**config.mk**
```make
export PLATFORM = sky130hd
export DESIGN_NAME = inst_fetch_stage
export DESIGN_NICKNAME = d
export VERILOG_FILES = /design/src/rtl/inst_fetch_stage_pkg.sv /design/src/rtl/inst_fetch_stage_if_id_reg.sv /design/src/rtl/inst_fetch_stage.sv
export SDC_FILE = /design/constraint.sdc
export NUM_CORES = 1
export LEC_CHECK = 0
export BUFFER_PORTS_ARGS = -buffer_cell sky130_fd_sc_hd__buf_2
export CAP_MARGIN = 15
export CORE_ASPECT_RATIO = 1.5
export CORE_UTILIZATION = 51
export DETAILED_ROUTE_END_ITERATION = 8
export MAX_ROUTING_LAYER = met4
export PLACE_DENSITY = 0.84
export SYNTH_ARGS = -nofsm -noshare
export SYNTH_HDL_FRONTEND = slang
export SYNTH_HIERARCHICAL = 1
export SYNTH_SLANG_ARGS = --single-unit
```
**constraint.sdc**
```tcl
create_clock -name clk -period 3.3 [get_ports clk]
set_input_delay 0.825 -clock clk [delete_from_list [all_inputs] [get_ports clk]]
set_output_delay 0.825 -clock clk [all_outputs]
set_load 0.02 [all_outputs]
```
**src/rtl/inst_fetch_stage_pkg.sv**
```systemverilog
// Shared constants for the instruction fetch stage.
package inst_fetch_stage_pkg;

  localparam int unsigned INSTR_WIDTH      = 32;
  localparam int unsigned CNT_WIDTH        = 32;
  localparam int unsigned PC_INC           = 4;
  localparam logic [31:0] NOP_INSTR        = 32'h0000_0000;
  localparam logic [31:0] DEFAULT_RESET_PC = 32'h0000_0000;

endpackage

```
**src/rtl/inst_fetch_stage_if_id_reg.sv**
```systemverilog
// IF/ID pipeline register: flush inserts a bubble, stall holds, otherwise loads.
module inst_fetch_stage_if_id_reg
  import inst_fetch_stage_pkg::*;
#(
  parameter int unsigned PC_WIDTH = 32
) (
  input  logic                   clk,
  input  logic                   rst_n,
  input  logic                   flush,
  input  logic                   stall,
  input  logic [INSTR_WIDTH-1:0] instr_in,
  input  logic [PC_WIDTH-1:0]    pc_plus4_in,
  output logic [INSTR_WIDTH-1:0] instr,
  output logic [PC_WIDTH-1:0]    pc_plus4,
  output logic                   valid
);

  always_ff @(posedge clk) begin
    if (!rst_n || flush) begin
      instr    <= INSTR_WIDTH'(NOP_INSTR);
      pc_plus4 <= '0;
      valid    <= 1'b0;
    end else if (!stall) begin
      instr    <= instr_in;
      pc_plus4 <= pc_plus4_in;
      valid    <= 1'b1;
    end
  end

endmodule

```
**src/rtl/inst_fetch_stage.sv**
```systemverilog
// MIPS fetch stage: PC register, next-PC select, IF/ID register.
// Optional performance counters enabled by defining FETCH_PERF_CNT_EN.
module inst_fetch_stage
  import inst_fetch_stage_pkg::*;
#(
  parameter int unsigned        PC_WIDTH = 32,
  parameter logic [PC_WIDTH-1:0] RESET_PC = PC_WIDTH'(DEFAULT_RESET_PC)
) (
  input  logic                   clk,
  input  logic                   rst_n,
  input  logic                   stall_f,
  input  logic                   flush_d,
  input  logic                   branch_taken,
  input  logic [PC_WIDTH-1:0]    branch_target,
  input  logic                   jump,
  input  logic [PC_WIDTH-1:0]    jump_target,
  output logic [PC_WIDTH-1:0]    imem_addr,
  input  logic [INSTR_WIDTH-1:0] imem_rdata,
  output logic [PC_WIDTH-1:0]    pc_f,
  output logic [INSTR_WIDTH-1:0] if_id_instr,
  output logic [PC_WIDTH-1:0]    if_id_pc_plus4,
  output logic                   if_id_valid,
`ifdef FETCH_PERF_CNT_EN
  output logic [CNT_WIDTH-1:0]   fetch_cnt,
  output logic [CNT_WIDTH-1:0]   stall_cnt,
  output logic [CNT_WIDTH-1:0]   redirect_cnt,
`endif
  output logic                   misalign_err
);

  logic                redirect;
  logic [PC_WIDTH-1:0] target;
  logic [PC_WIDTH-1:0] target_aligned;
  logic [PC_WIDTH-1:0] pc_plus4;

  // Jump has priority over a simultaneously taken branch.
  always_comb begin
    redirect       = jump | branch_taken;
    target         = jump ? jump_target : branch_target;
    target_aligned = {target[PC_WIDTH-1:2], 2'b00};
    pc_plus4       = pc_f + PC_WIDTH'(PC_INC);
  end

  assign imem_addr = pc_f;

  always_ff @(posedge clk) begin
    if (!rst_n) begin
      pc_f <= RESET_PC;
    end else if (redirect) begin
      pc_f <= target_aligned;
    end else if (!stall_f) begin
      pc_f <= pc_plus4;
    end
  end

  // Sticky until reset; the PC still takes the word-aligned target.
  always_ff @(posedge clk) begin
    if (!rst_n) begin
      misalign_err <= 1'b0;
    end else if (redirect && (target[1:0] != 2'b00)) begin
      misalign_err <= 1'b1;
    end
  end

  inst_fetch_stage_if_id_reg #(
    .PC_WIDTH (PC_WIDTH)
  ) u_if_id_reg (
    .clk         (clk),
    .rst_n       (rst_n),
    .flush       (flush_d | redirect),
    .stall       (stall_f),
    .instr_in    (imem_rdata),
    .pc_plus4_in (pc_plus4),
    .instr       (if_id_instr),
    .pc_plus4    (if_id_pc_plus4),
    .valid       (if_id_valid)
  );

`ifdef FETCH_PERF_CNT_EN
  logic load_valid;
  assign load_valid = !flush_d && !redirect && !stall_f;

  always_ff @(posedge clk) begin
    if (!rst_n) begin
      fetch_cnt    <= '0;
      stall_cnt    <= '0;
      redirect_cnt <= '0;
    end else begin
      if (load_valid)          fetch_cnt    <= fetch_cnt + CNT_WIDTH'(1);
      if (stall_f && !redirect) stall_cnt   <= stall_cnt + CNT_WIDTH'(1);
      if (redirect)            redirect_cnt <= redirect_cnt + CNT_WIDTH'(1);
    end
  end
`endif

endmodule

```
After elaboration in Yosys (flattened, before gate mapping)
Index checks and enable logic that the tools add are counted.
{ "totals": {"romBits": 0, "elab_cells": 19, "ramBits": 0, "register_bits": 98, "mem_count": 0, "output_inout_bits": 130, "latchBits": 0} }
{ "op_classes": {"bitwise": 3, "div": 0, "mul": 0, "n_eq_ne": 1, "reduce_logical": 5, "shift": 0, "addsub": 1, "muxes": 3, "n_lt_le_gt_ge": 0} }
{ "op_table": {"columns": ["operator", "count"], "rows": [
  ["$mux W32", 3],
  ["$add A32 B3 Y32 const B", 1],
  ["$ne A2 B1 Y1 const B", 1],
  ["$or A1 B1 Y1", 2],
  ["$reduce_bool A2 Y1", 1],
  ["$reduce_or A2 Y1", 1],
  ["$logic_and A1 B1 Y1", 1],
  ["$logic_not A1 Y1", 1],
  ["$logic_or A1 B1 Y1", 1],
  ["$not A1 Y1", 1]
]} }

Longest topological paths before layout
Gate-level depths: netlist (run 1).
{ "depth": {"ltp_word": 3, "ltp_mapped": 8} }

Hierarchy
Netlist (run 1), hierarchy kept.
{ "by_module_without_submodules": {"columns": ["module", "instances", "cells_each", "area_per_inst_um2"], "rows": [
  ["inst_fetch_stage", 1, 451, 3241.9],
  ["inst_fetch_stage_if_id_reg", 1, 210, 2326.0]
]} }

Worst setup path before layout (run 1)
OpenSTA, ideal clock, no wires.
{ "synth_timing": {"path_type": "input-to-reg", "startpoint": "input port jump", "endpoint": "register u_if_id_reg.pc_plus4[19]", "t_required_ns": 3.172, "setup_time_ns": 0.128, "arrival_ns": 2.240, "path_stages": 8, "slack_ns": 0.932, "cell_sequence": "clkbuf_1 > clkbuf_1 > clkbuf_1 > or3_1 > nand2b_1 > buf_4 > clkbuf_1 > nor2_1"} }
{ "synth_between": {"elab_chain_len": 3} }
{ "synth_rtl": {"columns": ["item", "line_no", "rtl"], "rows": [
  ["from (decl)", "inst_fetch_stage.sv:15", "input logic jump,"],
  ["$or A1 B1 Y1", "inst_fetch_stage.sv:38", "redirect = jump | branch_taken;"],
  ["$or A1 B1 Y1", "inst_fetch_stage.sv:70", ".flush (flush_d | redirect),"],
  ["$logic_or A1 B1 Y1", "inst_fetch_stage_if_id_reg.sv:19", "if (!rst_n || flush) begin"],
  ["to (signal assigned)", "inst_fetch_stage_if_id_reg.sv:25", "pc_plus4 <= pc_plus4_in;"],
  ["to (decl)", "inst_fetch_stage_if_id_reg.sv:14", "output logic [PC_WIDTH-1:0] pc_plus4,"]
]} }
No other way between the ends.
A chain may end at the register's enable or synchronous reset.

Final worst setup path (run 1)
{ "layout_timing": {"startpoint": "register pc_f[2] (netlist: imem_addr[2])", "endpoint": "register u_if_id_reg.pc_plus4[30]"} }
{ "layout_between": {"elab_chain_len": 1} }
{ "layout_rtl": {"columns": ["item", "line_no", "rtl"], "rows": [
  ["from (decl)", "inst_fetch_stage.sv:19", "output logic [PC_WIDTH-1:0] pc_f,"],
  ["from (signal assigned)", "inst_fetch_stage.sv:50", "pc_f <= target_aligned;"],
  ["from (signal assigned)", "inst_fetch_stage.sv:52", "pc_f <= pc_plus4;"],
  ["$add A32 B3 Y32", "inst_fetch_stage.sv:41", "pc_plus4 = pc_f + PC_WIDTH'(PC_INC);"],
  ["named net pc_plus4[30]", "inst_fetch_stage.sv:34", "logic [PC_WIDTH-1:0] pc_plus4;"]
]} }
The timed path passes the listed nets, and every way through them passes these cells.

==> results of run 1 <==
==> registers in the layout, summed over array words and instances, names as in the netlist <==
name                  flops
u_if_id_reg/instr        32
misalign_err              1
u_if_id_reg/pc_plus4     32
imem_addr                30
u_if_id_reg/valid         1
==> power groups by stage <==
stage	clock (mW)	sequential, mW	combinational [mW]
after floorplan	0	1.31	0.365
after global placement	0	1.29	0.513
after CTS	1.09	1.27	0.523
after global routing	1.15	1.27	0.570
final	1.08	1.27	0.527
after detailed placement	0	1.29	0.521
==> layer usage <==
| metal | global-route usage | up-vias | part of all wire |
|---|---|---|---|
| li1 | - | 2670 | - |
| met3 | 0.0569 | 65 | 0.091 |
| met4 | 0.160 | 0 | 0.038 |
| met2 | 0.506 | 358 | 0.49 |
| met1 | 0.344 | 2613 | 0.38 |
| met5 | - | - | 0 |
==> synthesized netlist by cell type, types with 3 or more instances <==
library cell | count | area, µm²
a21o_1 | 3 | 22.5
o21ai_0 | 28 | 140
and3_1 | 7 | 43.8
buf_6 | 3 | 33.8
a311oi_1 | 7 | 61.3
o211a_1 | 3 | 30.0
nor2_1 | 83 | 312
or4_1 | 3 | 22.5
nand2_1 | 46 | 173
buf_4 | 38 | 285
buf_1 | 3 | 11.3
nand3_1 | 17 | 85.1
buf_2 | 9 | 45.0
nor3_1 | 15 | 75.1
and4_1 | 4 | 35.0
o21a_1 | 4 | 30.0
dfxtp_1 | 96 | 1920
nor2b_1 | 16 | 100
o211ai_1 | 8 | 60.1
buf_8 | 5 | 75.1
nand4_1 | 12 | 75.1
clkbuf_1 | 24 | 90.1
xor2_1 | 6 | 52.6
nand2b_1 | 3 | 18.8
inv_1 | 16 | 60.1
mux2i_1 | 74 | 741
a211oi_1 | 7 | 52.6
o31ai_1 | 4 | 30.0
o221a_2 | 3 | 33.8
o221ai_1 | 10 | 87.6
nor4_1 | 14 | 87.6
xnor2_1 | 19 | 166
a31o_2 | 5 | 43.8
a21oi_1 | 15 | 75.1
and2_1 | 7 | 43.8
a31oi_1 | 16 | 100
==> worst max-delay path, delay by kind of cell, from the launching register on <==
family                   cells  cell delay (ps)
multiplexers                 1               70
adder cells (fa/ha/maj)      1              380
flip-flops                   1              480
AND/OR/NAND/NOR              5             1550
==> kinds of logic after synthesis <==
logic type / after synthesis / share of synthesized area
compound gates: 125 / 0.158
xor+xnor: 25 / 0.0393
fa+ha+maj: 1 / 0.00225
buf+inv: 101 / 0.112
flops: 96 / 0.345
mux: 74 / 0.133
other cells: 1 / 0.000674
simple gates: 238 / 0.210
==> through the flow <==
stage / util / power [mW] / cells / setup WS [ps]
floorplan: - / 1.67 / 666 / 932
global placement: 0.609 / 1.81 / 963 / 731
detailed placement: 0.609 / 1.81 / 963 / 677
CTS: 0.638 / 2.88 / 979 / 817
global route: 0.638 / 2.99 / 979 / 647
finish: 0.638 / 2.87 / 979 / 758
==> area by class of cell <==
| type | count | area, µm² |
|---|---|---|
| clock inverter | 7 | 78.8 |
| multi-input combinational | 469 | 3040 |
| fill | 969 | 3830 |
| timing repair buffer | 238 | 1250 |
| inverter | 16 | 60.1 |
| tap | 144 | 180 |
| sequential | 96 | 1920 |
| clock buffer | 9 | 225 |
==> final timing paths <==
path,startpoint,endpoint,slack [ps],cells past startpoint
setup / recovery,imem_addr[2],u_if_id_reg/pc_plus4[30],760,7
hold / removal,u_if_id_reg/valid,u_if_id_reg/valid,470,2
setup reg to reg,imem_addr[2],u_if_id_reg/pc_plus4[30],760,7
hold reg to reg,u_if_id_reg/valid,u_if_id_reg/valid,470,2
==> results_dict.tcl, run 1 <==
set metrics [dict create \
    cp.arrival_ps 2830 \
    internal_power_mw 2.01 \
    min_period_ps 2540 \
    io_buffers 227 \
    drtAntennaViolNets 0 \
    viasPerCell 5.83 \
    syn2layout_area_growth_pct 21.3 \
    post_cts_resized 0 \
    clkPwrFrac 0.375 \
    grt_pass1_vias 5157 \
    grt_pass1_wl_um 25700 \
    cts.sinks 96 \
    vdd_drop_max_mv 0.275 \
    hold_violations 0 \
    cp_max_fo 8 \
    fin_skew_ps 9.90 \
    hp-class "flop to flop" \
    leakagePower_nw 3.21 \
    die_w_um 87.3 \
    coreArea_um2 10600 \
    grt_antenna_before_repair 0 \
    critPathRequiredTime_ps 3580 \
    cp-start-kind "flop" \
    final_cell_mix "buf_2, dfxtp_1, nor2_1, mux2i_1, nand2_1" \
    die_area_um2 11300 \
    first_pass_iters 5 \
    power_density_nw_per_um2 425 \
    first_iter_violations 389 \
    drv_cap 0 \
    hold_buffers 0 \
    p_seq_frac 0.441 \
    wl_per_cell_um 17.3 \
    syn-instance-count 661 \
    switching_share 0.301 \
    clockRootBuffer "clkbuf_16" \
    grt.overflow.total 0 \
    die_h_um 130 \
    final_common_cell "buf_2" \
    cts_buffer_depth 2 \
    tightest_slew_ps 896 \
    stdcell_area_um2 6760 \
    diodes 0 \
    finalSetupTns_ps 0 \
    drc 0 \
    synth-async-reset-ratio 0 \
    clkTransAtPathRegs_ps 70 \
    pin_count 232 \
    grt_max_degree 67 \
    cpPeakStageDelay_ps 600 \
    slowest_stage "or4_4" \
    hpwl_um 12600 \
    cts_made_buffers 9 \
    crit_chain "ha_1 > and3_1 > nand3_1 > or4_4 > nand2_1 > mux2i_1 > nor2_1" \
    synth.distinct_cells 58 \
    clk_latency_ps 350 \
    final_max_slew_viol_count 0 \
    place.gp.congestion 0.993 \
    max_freq_mhz 393 \
    power_frac_comb 0.184 \
    start_util 0.526 \
    ys.flop_type "dfxtp_1" \
    worstSetupEndpointType "flop" \
    status "complete, no violations" \
    placementRows 46 \
    timing.final.crit_share 0.770 \
    place_area_um2 6450 \
    drive_above_1_share 0.326 \
    post_cts_buffers 0 \
    finalSetupViolCount 0 \
    grtUsageTotal 0.304 \
    totalWireLength_um 17000 \
    grt_setup_unrepaired "no" \
    relSlewSlack 0.401 \
    synth.ff_latch_count 96 \
    vias 5706 \
    synth_edf_count 0 \
    ys_seq_area_frac 0.345 \
    syn_area_per_cell_um2 8.42 \
    yosys_warnings 6 \
    cts_max_level 3 \
    worstSetupPathType "flop to flop" \
    power.switching_uw 864 \
    layout.nets 933 \
    cts_tree "done" \
    fin_hold_ws_ps 469 \
    syn_area_um2 5570 \
]
No activity file was read; power rests on OpenSTA's default activity.
==> run 2: changes to the inputs <==
--- a/config.mk
+++ b/config.mk
@@ -8,10 +8,10 @@
 export BUFFER_PORTS_ARGS = -buffer_cell sky130_fd_sc_hd__buf_2
 export CAP_MARGIN = 15
 export CORE_ASPECT_RATIO = 1.5
-export CORE_UTILIZATION = 51
+export CORE_UTILIZATION = 49
 export DETAILED_ROUTE_END_ITERATION = 8
 export MAX_ROUTING_LAYER = met4
-export PLACE_DENSITY = 0.84
+export PLACE_DENSITY = 0.81
 export SYNTH_ARGS = -nofsm -noshare
 export SYNTH_HDL_FRONTEND = slang
 export SYNTH_HIERARCHICAL = 1
==> constraint.sdc (replaced) <==
create_clock -name clk -period 2.5 [get_ports clk]
set_input_delay 0.625 -clock clk [delete_from_list [all_inputs] [get_ports clk]]
set_output_delay 0.625 -clock clk [all_outputs]
set_load 0.02 [all_outputs]
==> results_dict.tcl, run 2 (synthesis results as in run 1) <==
set metrics [dict create \
    status "complete, no violations" \
    finalSetupViolCount 0 \
    grt_antenna_before_repair 0 \
    critPathRequiredTime_ps 2740 \
    worstSetupPathType "flop to flop" \
    pin_count 232 \
    place.gp.congestion 0.930 \
    first_pass_iters 6 \
    die_area_um2 11800 \
    switching_share 0.297 \
    post_cts_buffers 0 \
    drv_cap 0 \
    clkPwrFrac 0.367 \
    cp-start-kind "flop" \
    final_common_cell "buf_2" \
    power_frac_comb 0.197 \
    p_seq_frac 0.436 \
    grt_pass1_wl_um 25600 \
    grt_setup_unrepaired "no" \
    drc 0 \
    crit_chain "ha_1 > nand3_1 > nor4_1 > a21oi_1 > o221a_2" \
    cts.sinks 96 \
    clkTransAtPathRegs_ps 70 \
    grt_pass1_vias 5067 \
    final_core_util 0.626 \
    final_cell_mix "buf_2, dfxtp_1, nor2_1, mux2i_1, nand2_1" \
    reg2reg_from "imem_addr[2]" \
    cpPeakStageDelay_ps 570 \
    clk_latency_ps 350 \
    worstSetupEndpointType "flop" \
    diodes 0 \
    cts_max_level 3 \
    place_area_um2 6630 \
    hp-class "flop to flop" \
    hold_buffers 0 \
    leakagePower_nw 3.32 \
    syn2layout_area_growth_pct 24.3 \
    cp.arrival_ps 2450 \
    wl_per_cell_um 16.9 \
    die_h_um 133 \
    io_buffers 227 \
    fin_skew_ps 9.16 \
    power.switching_mw 1.12 \
    relSlewSlack 0.494 \
    slowest_stage "nor4_1" \
    vias 5619 \
    first_iter_violations 351 \
    coreArea_um2 11100 \
    min_period_ps 2200 \
    grt.overflow.total 0 \
    vdd_drop_max_mv 0.324 \
    cp_max_fo 8 \
    final_max_slew_viol_count 0 \
    drive_above_1_share 0.343 \
    start_util 0.504 \
    cts_tree "done" \
    drtAntennaViolNets 0 \
    grtUsageTotal 0.293 \
    cts_made_buffers 9 \
    startpoint "imem_addr[2]" \
    hold_violations 0 \
    hpwl_um 13100 \
    max_freq_mhz 454 \
    finalSetupTns_ps 0 \
    clockRootBuffer "clkbuf_16" \
    die_w_um 89.0 \
    post_cts_resized 0 \
    viasPerCell 5.60 \
    grt_max_degree 66 \
    power_density_nw_per_um2 548 \
    totalWireLength_um 16900 \
    internal_power_mw 2.67 \
    placementRows 47 \
    timing.final.crit_share 0.882 \
    layout.nets 956 \
    tightest_slew_ps 758 \
    stdcell_area_um2 6920 \
    hold_path.startpoint "u_if_id_reg/valid" \
    cts_buffer_depth 2 \
]
-- run 2: cell count changes in the layout (fill, tap and decap cells not counted) --
| cell | change |
|---|---|
| buf_4 | +23 |
| clkinv_4 | +2 |
| clkinvlp_4 | -1 |
| inv_8 | -1 |
| inv_6 | -1 |
-- run 2: worst paths after layout --
check                            to  slack, ps  cells after the start
setup / recovery      imem_addr[16]        300                      5
hold / removal    u_if_id_reg/valid        450                      2
setup reg to reg      imem_addr[16]        300                      5
hold reg to reg   u_if_id_reg/valid        450                      2
-- run 2: per-layer routing --
layer / global-route usage / wire length [µm] / up-vias
li1: - / - / 2712
met1: 0.335 / 6550 / 2587
met2: 0.505 / 8700 / 287
met3: 0.0518 / 1250 / 33
met4: 0.106 / 448 / 0
met5: - / 0 / -
-- run 2: power groups by stage --
stage,sequential [mW],clock (mW),combinational [mW]
3_3_place_gp,1.69,0,0.733
6_report,1.65,1.39,0.745
5_1_grt,1.66,1.48,0.805
2_1_floorplan,1.73,0,0.481
4_1_cts,1.65,1.41,0.744
3_5_place_dp,1.69,0,0.741
-- run 2: cell type report --
type / instances / area (µm²)
Clock buffer: 9 / 225
Clock inverter: 6 / 68.8
Fill cell: 1024 / 4130
Inverter: 16 / 60.1
Multi-Input combinational cell: 469 / 3040
Sequential cell: 96 / 1920
Tap cell: 147 / 184
Timing Repair Buffer: 261 / 1420
-- run 2: critical path, delay by kind of cell (launching register included) --
family	cells	cell delay (ps)
flops	1	480
fa+ha+maj	1	340
simple gates	2	840
compound gates	2	430
-- run 2: stage by stage --
stage	hold WS [ps]	cells	worst slack (ps)	power, mW
after floorplan	525	666	332	2.21
after global placement	434	989	309	2.42
after detailed placement	444	989	364	2.43
after CTS	454	1004	347	3.81
after global routing	483	1004	150	3.94
final	450	1004	295	3.79
